**src/rtl/hazard_stall_ctrl.sv**
```systemverilog
// hazard_stall_ctrl
//   D-stage hazard detection and HI/LO busy sequencing for the 5-stage MIPS core.
//   Compares the D-stage source Tuse against the Tnew carried in ID/EX and EX/MEM,
//   runs the mult/div busy sequencer, and produces the pipeline register enables
//   and the ID/EX bubble flush.
//
//   Optional feature: define HAZARD_PERF_CNT_EN to build the 32-bit stall-cycle
//   counter on perf_stall_cnt. Without it the output is tied to zero.
//
//   Enable semantics: pc_en/fd_en low hold PC and IF/ID for one cycle; de_flush
//   high loads a bubble into ID/EX on the same edge. The D instruction re-evaluates
//   every cycle and proceeds on the first cycle its hazards are clear.
//   md_state is a debug view of the sequencer state (1 = BUSY).
module hazard_stall_ctrl #(
   parameter int MULT_CYCLES = 5,
   parameter int DIV_CYCLES  = 10
) (
   input  logic        clk,
   input  logic        reset,
   input  logic [4:0]  D_rs_addr,
   input  logic [4:0]  D_rt_addr,
   input  logic [1:0]  D_rs_tuse,
   input  logic [1:0]  D_rt_tuse,
   input  logic        D_is_md,
   input  logic [4:0]  E_regaddr,
   input  logic [1:0]  E_tnew,
   input  logic [4:0]  M_regaddr,
   input  logic [1:0]  M_tnew,
   input  logic        E_md_start,
   input  logic        E_md_op,
   output logic        stall,
   output logic        pc_en,
   output logic        fd_en,
   output logic        de_flush,
   output logic        em_en,
   output logic        md_busy,
   output logic [3:0]  md_cnt,
   output logic [31:0] perf_stall_cnt,
   output logic        md_state
);

   typedef enum logic {
      MD_IDLE = 1'b0,
      MD_BUSY = 1'b1
   } md_state_t;

   localparam logic [3:0] MULT_N = 4'(MULT_CYCLES);
   localparam logic [3:0] DIV_N  = 4'(DIV_CYCLES);

   md_state_t state;

   // Per-source, per-stage address matches; $0 is hard-wired and never a hazard.
   logic rs_live, rt_live;
   logic rs_e_hit, rs_m_hit, rt_e_hit, rt_m_hit;
   logic data_hazard, md_hazard;

   // Producer matches: a hit needs the same register and a result that is not
   // ready by the time the consumer needs it (Tuse < Tnew).
   always_comb begin
      rs_live  = (D_rs_addr != 5'd0);
      rt_live  = (D_rt_addr != 5'd0);
      rs_e_hit = rs_live && (D_rs_addr == E_regaddr) && (D_rs_tuse < E_tnew);
      rs_m_hit = rs_live && (D_rs_addr == M_regaddr) && (D_rs_tuse < M_tnew);
      rt_e_hit = rt_live && (D_rt_addr == E_regaddr) && (D_rt_tuse < E_tnew);
      rt_m_hit = rt_live && (D_rt_addr == M_regaddr) && (D_rt_tuse < M_tnew);
   end

   // Either stage matching is sufficient; there is no E-over-M priority.
   always_comb begin
      data_hazard = rs_e_hit | rs_m_hit | rt_e_hit | rt_m_hit;
      md_busy     = E_md_start | (state == MD_BUSY);
      md_hazard   = D_is_md & md_busy;
      stall       = data_hazard | md_hazard;
      pc_en       = ~stall;
      fd_en       = ~stall;
      de_flush    = stall;
      em_en       = 1'b1;
      md_state    = (state == MD_BUSY);
   end

   // HI/LO busy sequencer: loads the op latency on start, counts down to 1,
   // then returns to IDLE with md_cnt cleared. Starts while busy are ignored.
   always_ff @(posedge clk) begin
      if (reset) begin
         state  <= MD_IDLE;
         md_cnt <= 4'd0;
      end else begin
         case (state)
            MD_IDLE: begin
               if (E_md_start) begin
                  md_cnt <= E_md_op ? DIV_N : MULT_N;
                  state  <= MD_BUSY;
               end
            end
            MD_BUSY: begin
               if (md_cnt == 4'd1) begin
                  md_cnt <= 4'd0;
                  state  <= MD_IDLE;
               end else begin
                  md_cnt <= md_cnt - 4'd1;
               end
            end
            default: begin
               md_cnt <= 4'd0;
               state  <= MD_IDLE;
            end
         endcase
      end
   end

`ifdef HAZARD_PERF_CNT_EN
   logic [31:0] perf_q;

   // Stall-cycle counter, wraps naturally at 2^32.
   always_ff @(posedge clk) begin
      if (reset) begin
         perf_q <= 32'd0;
      end else if (stall) begin
         perf_q <= perf_q + 32'd1;
      end
   end

   assign perf_stall_cnt = perf_q;
`else
   assign perf_stall_cnt = 32'd0;
`endif

endmodule

```
**config.mk**
```make
export PLATFORM = sky130hd
export DESIGN_NAME = hazard_stall_ctrl
export DESIGN_NICKNAME = d
export VERILOG_FILES = /design/src/rtl/hazard_stall_ctrl.sv
export SDC_FILE = /design/constraint.sdc
export NUM_CORES = 1
export LEC_CHECK = 0
export BUFFER_PORTS_ARGS = -buffer_cell sky130_fd_sc_hd__buf_2
export CAP_MARGIN = 20
export CORE_MARGIN = 1.5
export CORE_UTILIZATION = 28
export DETAILED_ROUTE_END_ITERATION = 16
export GPL_TIMING_DRIVEN = 1
export REMOVE_ABC_BUFFERS = 1
export SLEW_MARGIN = 20
export SYNTH_ARGS = -nofsm -noshare
export SYNTH_HDL_FRONTEND = slang
export SYNTH_SLANG_ARGS = --single-unit
```
**constraint.sdc**
```tcl
create_clock -name clk -period 1.5 [get_ports clk]
set_clock_uncertainty 0.2 [all_clocks]
set_input_delay 0 -clock clk [delete_from_list [all_inputs] [get_ports clk]]
set_output_delay 0 -clock clk [all_outputs]
set_load 0.005 [all_outputs]
```
==> results.sh <==
export IMPL_run_status="completed"
export IMPL_timing_final_max_slew_violations=0
export IMPL_num_io_pins=76
export IMPL_first_pass_grt_wire_length_mm=3.194
export IMPL_syn_area_sq_um=924.6
export IMPL_number_of_sinks_on_the_clock_net=5
export IMPL_critPathSlowestCell="a2111oi_4"
export IMPL_hold_violations=0
export IMPL_finalCritPeriodShare_pct=96.83
export IMPL_num_vias=846
export IMPL_viasPerCell=3.991
export IMPL_cp_max_fo=2
export IMPL_die_w_um=60.47
export IMPL_synth_top_family_by_area="buffers and inverters"
export IMPL_synth_avg_cell_area_sq_um=7.770
export IMPL_grt_max_degree=11
export IMPL_period_needed_ps=1452
export IMPL_netlist_cell_type_count=24
export IMPL_rrSetupSlack_ps=50
export IMPL_irDropWorstVdd_uv=168.6
export IMPL_max_stage_delay_ps=330
export IMPL_antenna_diode_count=0
export IMPL_clock_edge_transition_at_the_registers_on_the_reported_setup_and_hold_paths_ps=40
export IMPL_area_delta_synth_final_pct=32.75
export IMPL_achievable_frequency_mhz=688.5
export IMPL_internal_power_uw=413.7
export IMPL_postLayoutSetupSlackWorst_ps=47.51
export IMPL_pre_cts_slack_ps=-12.95
export IMPL_initial_drc_count=29
export IMPL_most_common_library_cell_in_the_layout_ignoring_fill_and_taps="buf_2"
export IMPL_power_switching_fraction_pct=36.66
export IMPL_synth_adder_area_share_pct=8.119
export IMPL_critPathCaptureType="output port"
export IMPL_place_hpwl_mm=1.756
export IMPL_timing_critical_path_from_type="input pin"
export IMPL_cts_buffers=3
export IMPL_hold_class="in -> reg"
export IMPL_ys_warnings=0
export IMPL_p_leak_uw=0.0005888
export IMPL_clkLatencyLatePin_ps=240
export IMPL_drive_gt1_share_pct=35.71
export IMPL_dieHeight_um=60.47
export IMPL_grt_antenna_before_repair=0
export IMPL_cp_data_required_time_ps=1300
export IMPL_postSynthRegisterBits=5
export IMPL_p_per_area_mw_per_mm2=532.2
export IMPL_floorplan_initialDensity_pct=29.80
export IMPL_synth_area_in_simple_gates_pct=15.70
export IMPL_final_cell_mix="buf_2 (40), conb_1 (33), xnor2_1 (10), xor2_1 (10)"
export IMPL_crit_type="in -> out"
export IMPL_postRouteAntennaNets=0
export IMPL_placementRows=20
export IMPL_gp_congestion=0.8323
export IMPL_grt_setup_unrepaired="yes"
export IMPL_grt_use_total_pct=11.67
export IMPL_seq_area_frac_synth_pct=10.83
export IMPL_post_synth_xor_area_fraction_pct=18.94
export IMPL_remaining_drc_errors=0
export IMPL_post_synth_inst_count=119
export IMPL_arrival_ps=1250
export IMPL_vias_in_the_first_global_route=753
export IMPL_share_clk_of_total_power_pct=23.9
export IMPL_fin_nets=208
export IMPL_synth_compound_area_share_pct=13.94
export IMPL_part_of_the_power_in_registers_pct=24.6
export IMPL_maxCapViolCount=0
export IMPL_power_combinational_fraction_pct=51.5
export IMPL_core_area_sq_mm=0.003103
export IMPL_clock_tree_from_tritoncts="done"
export IMPL_detailedRoute_firstPassIterationCount=4
export IMPL_report_final_setup_viol=0
export IMPL_power_net_switching_uw=239.4
export IMPL_drt_wirelength_per_cell_um=10.10
export IMPL_postRouteWirelength_mm=2.141
export IMPL_clockRootBuffer="clkbuf_4"
export IMPL_grt_overflow=0
export IMPL_fp_dieArea_sq_mm=0.003656
export IMPL_cts_htree_levels=1
export IMPL_port_buffer_count=42
export IMPL_cp_cell_sequence="buf_8 > inv_6 > ha_4 > a2111oi_4 > nand4_1 > a21oi_2 > a211o_1 > buf_2"
export IMPL_yosys_mux_area_fraction_pct=0
export IMPL_cts_max_path_buffers=2
export IMPL_hold_slack_ps=15.68
routing by layer:
| metal | track usage (%) | vias to the layer above | routed length, um |
|---|---|---|---|
| met4 | 3.416 | 0 | 0 |
| li1 | - | 434 | - |
| met3 | 2.985 | 0 | 120 |
| met1 | 13.79 | 373 | 906 |
| met2 | 20.81 | 39 | 1114 |
| met5 | 0 | - | 0 |
synth_stat cells:
cell type | instances | area, sq um
conb_1 | 2 | 7.510
nand4_1 | 4 | 25.02
nand2b_1 | 2 | 12.51
nor4bb_1 | 1 | 10.01
a2111oi_2 | 2 | 30.03
or4_1 | 2 | 15.01
xor2_1 | 10 | 87.58
buf_4 | 35 | 262.8
o21bai_1 | 1 | 7.510
a211o_1 | 1 | 8.760
nor3_1 | 5 | 25.02
clkbuf_1 | 1 | 3.750
dfxtp_1 | 5 | 100.1
xnor2_1 | 10 | 87.58
nor2b_1 | 2 | 12.51
a211oi_1 | 5 | 37.54
a21oi_1 | 7 | 35.03
inv_1 | 7 | 26.28
nor4_1 | 2 | 12.51
nor2_1 | 5 | 18.77
or3_1 | 1 | 6.260
o21ai_0 | 2 | 10.01
ha_1 | 6 | 75.07
nor3b_1 | 1 | 7.510
cells by family (layout without fill, tap and decap cells):
kind of cell	after synthesis	count (layout)
buffers and inverters	43	61
AND/OR/NAND/NOR	25	25
XOR/XNOR	20	20
AO/OA/AOI/OAI	18	18
adder cells (fa/ha/maj)	6	6
flip-flops	5	5
other	2	33
stage by stage:
| stage | util, % | cell area, sq um | cells | TNS, ps | total power, uW |
|---|---|---|---|---|---|
| 5_1_grt | 39.56 | 1227 | 212 | -38.61 | 713.4 |
| 4_1_cts | 36.49 | 1132 | 211 | 0 | 620.7 |
| 2_1_floorplan | - | 774.5 | 114 | 0 | 319.4 |
| 3_3_place_gp | 34.23 | 1062 | 203 | 0 | 449.4 |
| 3_5_place_dp | 34.23 | 1062 | 203 | -25.61 | 448.4 |
| 6_report | 39.56 | 1227 | 212 | 0 | 653.2 |
area by class of cell:
cell class                      count  area, sq um
Multi-Input combinational cell    102        718.2
Timing Repair Buffer               50        296.5
Tap cell                           44        55.05
Fill cell                         335         1876
Sequential cell                     5        100.1
Inverter                            7        31.28
Clock buffer                        4        26.28
timing repair:
item                       CTS  global route
hold endpoints to repair     5             0
hold buffers                 4             0
setup buffers                0             1
gates resized for setup      1            16
pin swaps                    1             6
setup endpoints to repair    2             5
critical path, delay by kind of cell:
family	cells	cell delay (ps)
compound gates	3	660
buf+inv	3	260
fa+ha+maj	1	200
simple gates	1	140
worst paths after layout:
path	cells past startpoint	start	to
max	8	E_tnew[1]	stall
min	3	E_md_start	md_cnt[3]$_SDFFE_PP0N_
max reg2reg	4	md_cnt[0]$_SDFFE_PP0N_	md_cnt[3]$_SDFFE_PP0N_
min reg2reg	2	md_state$_SDFF_PP0_	md_cnt[1]$_SDFFE_PP0N_
flip-flops by register name, summed over array words and instances, names as in the netlist:
| register | flops |
|---|---|
| md_cnt | 4 |
| md_state | 1 |
power groups by stage:
stage / combinational [uW] / clock (uW) / sequential (uW)
floorplan: 151 / 0 / 168
global placement: 287 / 0 / 162
detailed placement: 286 / 0 / 162
CTS: 296 / 165 / 160
global route: 373 / 179 / 162
finish: 337 / 156 / 160
Power figures use the tool's default switching activity.
